<file path="src/rtl/hit_locator.sv">
// Thresholds the active pixel stream, accumulates hit coordinates over a frame,
// then divides the latched totals sequentially to report the marker centroid.
//
// state | meaning
// ACC   | accumulating; waiting for a latched frame to evaluate
// DIV   | 30-step restoring divide of tot_x/tot_n and tot_y/tot_n
// DONE  | one-cycle valid pulse with updated x/y/found
module hit_locator #(
  parameter int          H_ACTIVE  = 1024,
  parameter int          V_ACTIVE  = 768,
  parameter logic [7:0]  THRESH    = 8'hC0,
  parameter int          MIN_COUNT = 4
) (
  input  logic        clk,
  input  logic        rst_n,
  input  logic [10:0] hcount,
  input  logic [9:0]  vcount,
  input  logic [23:0] pixel,
  output logic [10:0] x,
  output logic [9:0]  y,
  output logic        found,
  output logic        valid
);

  localparam logic [1:0] ACC  = 2'd0;
  localparam logic [1:0] DIV  = 2'd1;
  localparam logic [1:0] DONE = 2'd2;

  localparam logic [10:0] H_LAST   = 11'(H_ACTIVE - 1);
  localparam logic [9:0]  V_LAST   = 10'(V_ACTIVE - 1);
  localparam logic [4:0]  DIV_BITS = 5'd30;

  logic [1:0]  state;
  logic [4:0]  iter;
  logic        pending;
  logic [29:0] sum_x, sum_y, tot_x, tot_y;
  logic [19:0] cnt, tot_n;
  logic [29:0] sum_x_next, sum_y_next;
  logic [19:0] cnt_next;
  logic [19:0] rem_x, rem_y;
  logic [29:0] quo_x, quo_y;
  logic [49:0] step_x, step_y;
  logic        active, hit, frame_end;

  // One restoring step: shift in the next dividend bit, subtract if it fits.
  function automatic logic [49:0] div_step(input logic [19:0] rem,
                                           input logic [29:0] quo,
                                           input logic [19:0] d);
    logic [20:0] r;
    logic [29:0] q;
    r = {rem, quo[29]};
    q = {quo[28:0], 1'b0};
    if (r >= {1'b0, d}) begin
      r    = r - {1'b0, d};
      q[0] = 1'b1;
    end
    return {r[19:0], q};
  endfunction

  always_comb begin
    active     = (hcount < 11'(H_ACTIVE)) && (vcount < 10'(V_ACTIVE));
    hit        = active && (pixel[23:16] >= THRESH) && (pixel[15:8] >= THRESH)
                 && (pixel[7:0] >= THRESH);
    frame_end  = (hcount == H_LAST) && (vcount == V_LAST);
    sum_x_next = sum_x + (hit ? {19'd0, hcount} : 30'd0);
    sum_y_next = sum_y + (hit ? {20'd0, vcount} : 30'd0);
    cnt_next   = cnt + {19'd0, hit};
    // First step happens on the ACC->DIV edge, straight from the latched totals.
    step_x     = div_step((state == ACC) ? 20'd0 : rem_x,
                          (state == ACC) ? tot_x : quo_x, tot_n);
    step_y     = div_step((state == ACC) ? 20'd0 : rem_y,
                          (state == ACC) ? tot_y : quo_y, tot_n);
  end

  always_ff @(posedge clk or negedge rst_n) begin
    if (!rst_n) begin
      sum_x   <= '0;
      sum_y   <= '0;
      cnt     <= '0;
      tot_x   <= '0;
      tot_y   <= '0;
      tot_n   <= '0;
      pending <= 1'b0;
    end else begin
      pending <= 1'b0;
      if (frame_end) begin
        sum_x <= '0;
        sum_y <= '0;
        cnt   <= '0;
        // A frame ending while the divider is busy is dropped.
        if (state == ACC) begin
          tot_x   <= sum_x_next;
          tot_y   <= sum_y_next;
          tot_n   <= cnt_next;
          pending <= 1'b1;
        end
      end else begin
        sum_x <= sum_x_next;
        sum_y <= sum_y_next;
        cnt   <= cnt_next;
      end
    end
  end

  always_ff @(posedge clk or negedge rst_n) begin
    if (!rst_n) begin
      state <= ACC;
      iter  <= '0;
      rem_x <= '0;
      rem_y <= '0;
      quo_x <= '0;
      quo_y <= '0;
      x     <= '0;
      y     <= '0;
      found <= 1'b0;
      valid <= 1'b0;
    end else begin
      valid <= 1'b0;
      case (state)
        ACC: begin
          if (pending) begin
            if (tot_n >= 20'(MIN_COUNT)) begin
              state          <= DIV;
              {rem_x, quo_x} <= step_x;
              {rem_y, quo_y} <= step_y;
              iter           <= 5'd1;
            end else begin
              state <= DONE;
              found <= 1'b0;
              valid <= 1'b1;
            end
          end
        end
        DIV: begin
          if (iter == DIV_BITS) begin
            state <= DONE;
            x     <= quo_x[10:0];
            y     <= quo_y[9:0];
            found <= 1'b1;
            valid <= 1'b1;
          end else begin
            {rem_x, quo_x} <= step_x;
            {rem_y, quo_y} <= step_y;
            iter           <= iter + 5'd1;
          end
        end
        DONE:    state <= ACC;
        default: state <= ACC;
      endcase
    end
  end

endmodule

</file>
<file path="config.mk">
export PLATFORM = sky130hd
export DESIGN_NAME = hit_locator
export DESIGN_NICKNAME = d
export VERILOG_FILES = /design/src/rtl/hit_locator.sv
export SDC_FILE = /design/constraint.sdc
export NUM_CORES = 1
export LEC_CHECK = 0
export ABC_AREA = 0
export CAP_MARGIN = 20
export CORE_MARGIN = 2
export CORE_UTILIZATION = 50
export DETAILED_ROUTE_END_ITERATION = 7
export GPL_TIMING_DRIVEN = 0
export PLACE_DENSITY = 0.68
export SYNTH_ARGS = -nofsm -noshare
export SYNTH_HDL_FRONTEND = slang
export SYNTH_SLANG_ARGS = --single-unit
</file>
<file path="constraint.sdc">
create_clock -name clk -period 3.48 [get_ports clk]
set_input_delay 0.696 -clock clk [delete_from_list [all_inputs] [get_ports clk]]
set_output_delay 0.696 -clock clk [all_outputs]
set_load 0.1 [all_outputs]
</file>
=== After elaboration in Yosys (flattened, before gate mapping) ===
Index checks and enable logic that the tools add are counted.

* Word-level logic and storage cells: 99
* Bits in registers: 291

* Add/subtract/negate cells: 6
* Magnitude comparators: 8
* Eq/ne operators: 9
* Mux-type cells: 47
* Reductions and logical operators: 12

{| class="wikitable"
|+ Operator list
! operator !! count
|-
| two-way mux 30 bit || 10
|-
| two-way mux 20 bit || 11
|-
| one-hot mux 30 bit (2 select lines) || 2
|-
| one-hot mux 20 bit (2 select lines) || 2
|-
| greater-or-equal comparator 21 x 20 -> 1 bit || 2
|-
| subtractor 20 bit || 2
|-
| adder 30 x 10 -> 30 bit || 1
|-
| adder 30 x 11 -> 30 bit || 1
|-
| greater-or-equal comparator 8 bit, second input constant || 3
|-
| adder 20 x 1 -> 20 bit || 1
|-
| greater-or-equal comparator 20 x 3 -> 1 bit, second input constant || 1
|-
| two-way mux 5 bit || 3
|-
| == test 11 x 10 -> 1 bit, second input constant || 1
|-
| < comparator 11 bit, second input constant || 1
|-
| two-way mux 11 bit || 1
|-
| == test 10 bit, second input constant || 1
|-
| < comparator 10 bit, second input constant || 1
|-
| two-way mux 1 bit || 10
|-
| two-way mux 10 bit || 1
|-
| one-hot mux 5 bit (2 select lines) || 1
|-
| inequality test 2 bit, second input constant || 4
|-
| AND reduction 4 bit || 2
|-
| two-way mux 2 bit || 3
|-
| AND reduction 2 bit || 3
|-
| other kinds (9) || 14
|}

=== Depth between registers and ports, before layout ===
* Depth after elaboration: 8
* Mapped depth: 16
* Gate-level depth less buffers: 14

=== Worst setup path after synthesis ===
OpenSTA, ideal clock, no wires.

* Kind: input to register
* Start: in hcount[10]
* End: reg tot_x[22]
* Data arrival time: 3.437 ns
* Stages on the path: 15
* Path buffers: 1
* Setup time: 0.132 ns
* Path slack: -0.089 ns
* Cells stage by stage: nand4b_1 > a211oi_1 > clkbuf_1 > and2_1 > ha_1 > inv_1 > fa_1 > nor2b_1 > o21ai_2 > a21oi_2 > o311a_2 > o41ai_4 > o41ai_1 > xnor2_1 > o21ai_0

* Longest elaborated chain between the ends: 7

{| class="wikitable"
|+ RTL lines
! what !! RTL line !! RTL
|-
| from (decl) || 16 || <nowiki>input logic [10:0] hcount,</nowiki>
|-
| < comparator 11 bit || 61 || <nowiki>active = (hcount < 11'(H_ACTIVE)) && (vcount < 10'(V_ACTIVE));</nowiki>
|-
| logical AND 1 bit || 61 ||
|-
| logical AND 1 bit (2 in a row) || 62 || <nowiki>hit = active && (pixel[23:16] >= THRESH) && (pixel[15:8] >= THRESH)</nowiki>
|-
| logical AND 1 bit || 63 || <nowiki>&& (pixel[7:0] >= THRESH);</nowiki>
|-
| two-way mux 11 bit || 65 || <nowiki>sum_x_next = sum_x + (hit ? {19'd0, hcount} : 30'd0);</nowiki>
|-
| adder 30 x 11 -> 30 bit || 65 ||
|-
| to (signal assigned) || 92 || <nowiki>tot_x <= sum_x_next;</nowiki>
|-
| to (decl) || 36 || <nowiki>logic [29:0] sum_x, sum_y, tot_x, tot_y;</nowiki>
|}

Several ways; a longest one is shown, not always the timed one.
A chain may end at the register's enable or synchronous reset.

=== Worst setup path after layout ===
* Start: reg state[0]
* End: reg rem_x[0]

* Longest elaborated chain between the ends: 7

{| class="wikitable"
|+ RTL lines
! what !! RTL line !! RTL
|-
| from (decl) || 33 || <nowiki>logic [1:0] state;</nowiki>
|-
| from (signal assigned) || 107 || <nowiki>state <= ACC;</nowiki>
|-
| from (signal assigned) || 123 || <nowiki>state <= DIV;</nowiki>
|-
| from (signal assigned) || 128 || <nowiki>state <= DONE;</nowiki>
|-
| logical NOT 2 bit || 69, 70, 119 ||
|-
| two-way mux 30 bit or two-way mux 20 bit (tied branches) || 70, 69 ||
|-
| subtractor 20 bit or greater-or-equal comparator 21 x 20 -> 1 bit (tied branches) || 54, 53 ||
|-
| two-way mux 20 bit || 53 || <nowiki>if (r >= {1'b0, d}) begin</nowiki>
|-
| two-way mux 20 bit || 122 || <nowiki>if (tot_n >= 20'(MIN_COUNT)) begin</nowiki>
|-
| two-way mux 20 bit || 121 || <nowiki>if (pending) begin</nowiki>
|-
| one-hot mux 20 bit (2 select lines) || 119 || <nowiki>case (state)</nowiki>
|-
| to (signal assigned) || 124 || <nowiki>{rem_x, quo_x} <= step_x;</nowiki>
|-
| to (signal assigned) || 142 || <nowiki>{rem_x, quo_x} <= step_x;</nowiki>
|-
| to (decl) || 40 || <nowiki>logic [19:0] rem_x, rem_y;</nowiki>
|}

Several ways; a longest one is shown, not always the timed one. The select of a mux whose other input is x is not followed.

==> metrics.md <==
| Metric | Value |
|---|---|
| Status | `completed` |
| RSZ-0062 raised after global routing | `true` |
| CTS tree | `done` |
| Crit Path Class | `reg2reg` |
| Average size of a mapped cell | `9.27 um^2` |
| CTS buffer count | `34` |
| Drt drc | `0` |
| Util after Layout | `60.6%` |
| Worst skew pair latency | `530 ps` |
| Total number of vias | `between 10,000 and 15,000` |
| I/O Buffers | `around 50` |
| Multi-input logic area | `8080 um^2` |
| Root Driver | `clkbuf_16` |
| Post-route setup slack | `115 ps` |
| Reg power frac | `46.1%` |
| Drt first pass iters | `5` |
| GPL Wtd Cong | `approximately 0.87` |
| Post-synth EDFFs | `0` |
| Tightest Pin Transition | `1030 ps` |
| Max Cap Violations | `0` |
| Crit-path leading delay family | `simple AND/OR/NAND/NOR gates` |
| Most frequent cell after synthesis | `dfrtp_1` |
| Worst Path Required | `about 3900 ps` |
| Logic pwr share | `5.3%` |
| Mapped Area | `between 15,000 and 20,000 um^2` |
| Post-synth top flop | `dfrtp_1` |
| Post-synthesis instance total | `1,666` |
| Pwr Total | `7600 uW` |
| N_diodes | `0` |
| Min Tclk post-route | `about 3400 ps` |
| Fin Hold WS | `106 ps` |
| Internal | `5800 uW` |
| Switch share | `23.6%` |
| Critical Path Sink Type | `flip-flop` |
| Final wirelength | `38.9 mm` |
| Clk pwr share | `48.6%` |
| Crit-path cells | `or2_1, buf_6, clkbuf_16, buf_4, and2_1, ha_4, a21oi_1, o22ai_2, nor3_2, a21oi_2, o2111a_2, or2_1, buf_6, mux2_4, o21ai_2` |
| Hold violation count in the final report | `0` |
| CP max stage cell | `dfrtp_1` |
| Startpoint types | `flip-flop` |
| Sw Pwr | `1800 uW` |
| FILL cells | `2,534` |
| Register area | `7280 um^2` |
| Die ar. | `between 30,000 and 40,000 um^2` |
| Ys Warns | `0` |
| Initial core utilization | `50.6%` |
| Standard-cell rows | `64` |
| Layout cells sized above 1 | `12.7%` |
| Core area | `30,500 um^2` |
| I/O pins | `70` |
| Sequential area share after synthesis | `47.2%` |
| Final layout net count | `around 1,900` |
| Pwr/cell area | `slightly above 400 nW/um^2` |
| Post-Synthesis Net Count | `1,782` |
| Routed wire per std cell | `17.7 um` |
| Lkg Pwr | `between 0.008 and 0.009 uW` |
| Post-DP HPWL | `26.9 mm` |
| First-pass GRT wire length | `approximately 63 mm` |
| #FFs+latches synth | `291` |
| 1st-iter DRT viols | `about 820` |
| Max-slew violations | `0` |
| Distinct cells, synth | `79` |
| Max transition margin | `31.2%` |
| Pre-CTS WS | `-1030 ps` |
| Maximum vdd drop | `0.000324 V` |
| CTS max path bufs | `3` |
| Most frequent cells after synthesis | `dfrtp_1, nand2_1, nor2_1, o21ai_0, xnor2_1` |
| Antenna Nets Post-Route | `0` |
| Async S/R FF share, synth | `100%` |
| Total track usage | `23.9%` |
| Crit path DAT | `3810 ps` |
| Tcrit/Tclk final | `96.7%` |
| GRT Residual Overflow | `0` |
| Bufs and invs on worst path | `4` |
| Post-synth top area cell | `dfrtp_1` |
| Clk_skew | `16.5 ps` |
| Routed vias/inst | `5.69` |
| Crit Path Max Fanout | `10` |
| Largest net degree at the start of global routing | `125` |
| Clk slew on worst S/H paths | `60 ps` |
| Share of the synthesized area in the top cell type | `47.2%` |
| CTS Hold Buffers Added | `0` |
| Layout area overhead | `19.7%` |
| Initial antenna violation count | `0` |
| Worst hold path class | `in2async` |
| Fmax | `297 MHz` |
| Ranking of synthesized cells by area | `dfrtp_1, nand2_1, ha_1, nor2_1, xnor2_1` |
| Die height | `~180 um` |
| Setup TNS | `0 ps` |
| Clk sinks | `between 200 and 300` |
| CTS HTree Levels | `2` |
| Die width | `around 180 um` |
| Slowest stage delay, CP | `~400 ps` |
| Number of global-route vias before repair | `12,400` |
| Final setup viols | `0` |
==> cell type report <==
| class | count | share of cell area [%] |
|---|---|---|
| Multi-Input combinational cell | 1235 | 43.8 |
| Sequential cell | 291 | 39.4 |
| Clock buffer | 46 | 5.23 |
| Timing Repair Buffer | 82 | 4.30 |
| Tap cell | 396 | 2.68 |
| Buffer | 81 | 2.39 |
| Inverter | 57 | 1.16 |
| Clock inverter | 14 | 1.08 |
==> placed cells by master (no fill, tap or decap), drive strengths merged, types with 13 or more instances in the layout <==
cell type        n
a21o            18
a21oi           42
a22oi           21
nor3            23
dfrtp          291
and3            19
xnor2           68
ha              65
a31oi           63
clkdlybuf4s50   41
and2            63
nand4           23
nand2          261
inv             59
nor2           187
buf             52
xor2            35
nand3           38
o21ai          143
mux2            22
clkbuf         107
nor4            13
==> logic make-up (layout without fill, tap and decap cells) <==
| logic type | after synthesis | in the layout | share of synthesized area (%) |
|---|---|---|---|
| compound gates | 367 | 367 | 15.5 |
| xor+xnor | 103 | 103 | 5.84 |
| fa+ha+maj | 69 | 69 | 5.79 |
| buf+inv | 140 | 280 | 3.68 |
| flops | 291 | 291 | 47.2 |
| mux | 27 | 27 | 1.95 |
| other cells | 1 | 1 | 0.0243 |
| simple gates | 668 | 668 | 20.0 |
==> sequential cells by signal, summed over array words and instances (netlist names), 5 cells and up <==
signal	flops
cnt	20
iter	5
quo_x	30
quo_y	30
rem_x	20
rem_y	20
sum_x	30
sum_y	30
tot_n	20
tot_x	30
tot_y	30
x	11
y	10
==> worst register-to-register path, stage by stage (launching register included) <==
cell	delay, ps
dfrtp_1	400
or2_1	240
buf_6	130
clkbuf_16	170
buf_4	190
and2_1	200
ha_4	240
a21oi_1	210
o22ai_2	130
nor3_2	220
a21oi_2	110
o2111a_2	300
or2_1	220
buf_6	140
mux2_4	300
o21ai_2	110
==> worst paths after layout <==
check | cells past startpoint | end | from | slack (ps)
setup reg to reg | 15 | rem_x[0]$_DFFE_PN0P_ | state[0]$_DFFE_PN0P_ | 120
hold / removal | 1 | rem_y[8]$_DFFE_PN0P_ | rst_n | 110
hold reg to reg | 2 | tot_x[27]$_DFFE_PN0P_ | tot_x[27]$_DFFE_PN0P_ | 480
max in group asynchronous | 3 | quo_y[21]$_DFFE_PN0P_ | rst_n | 1970
min in group clk | 2 | tot_x[27]$_DFFE_PN0P_ | tot_x[27]$_DFFE_PN0P_ | 480
setup / recovery | 15 | rem_x[0]$_DFFE_PN0P_ | state[0]$_DFFE_PN0P_ | 120
==> power groups by stage <==
| stage | clock [uW] | combinational, uW | sequential, uW |
|---|---|---|---|
| 2_1_floorplan | 0 | 220 | 3550 |
| 3_3_place_gp | 0 | 369 | 3560 |
| 3_5_place_dp | 0 | 386 | 3560 |
| 4_1_cts | 3740 | 395 | 3500 |
| 5_1_grt | 3880 | 453 | 3510 |
| 6_report | 3690 | 400 | 3500 |
==> stage by stage <==
| stage | instance area [um^2] | std cells |
|---|---|---|
| floorplan | 15500 | 1666 |
| global placement | 16500 | 2113 |
| detailed placement | 16500 | 2115 |
| CTS | 18100 | 2191 |
| global route | 18500 | 2202 |
| finish | 18500 | 2202 |
==> per-layer routing <==
metal	global-route usage (%)	share of wire, %
met4	8.39	3.5
met3	3.46	4.7
met5	0	0
met2	38.4	46
met1	33.2	46
==> timing repair <==
action                                  CTS  global route
cloned                                    0             0
endpoints found under the hold margin     0             0
pin swaps                                25            32
setup buffers                            17            11
endpoints found under the setup margin  106            89
gates resized for setup                  67            63
No activity file was read; power rests on OpenSTA's default activity.
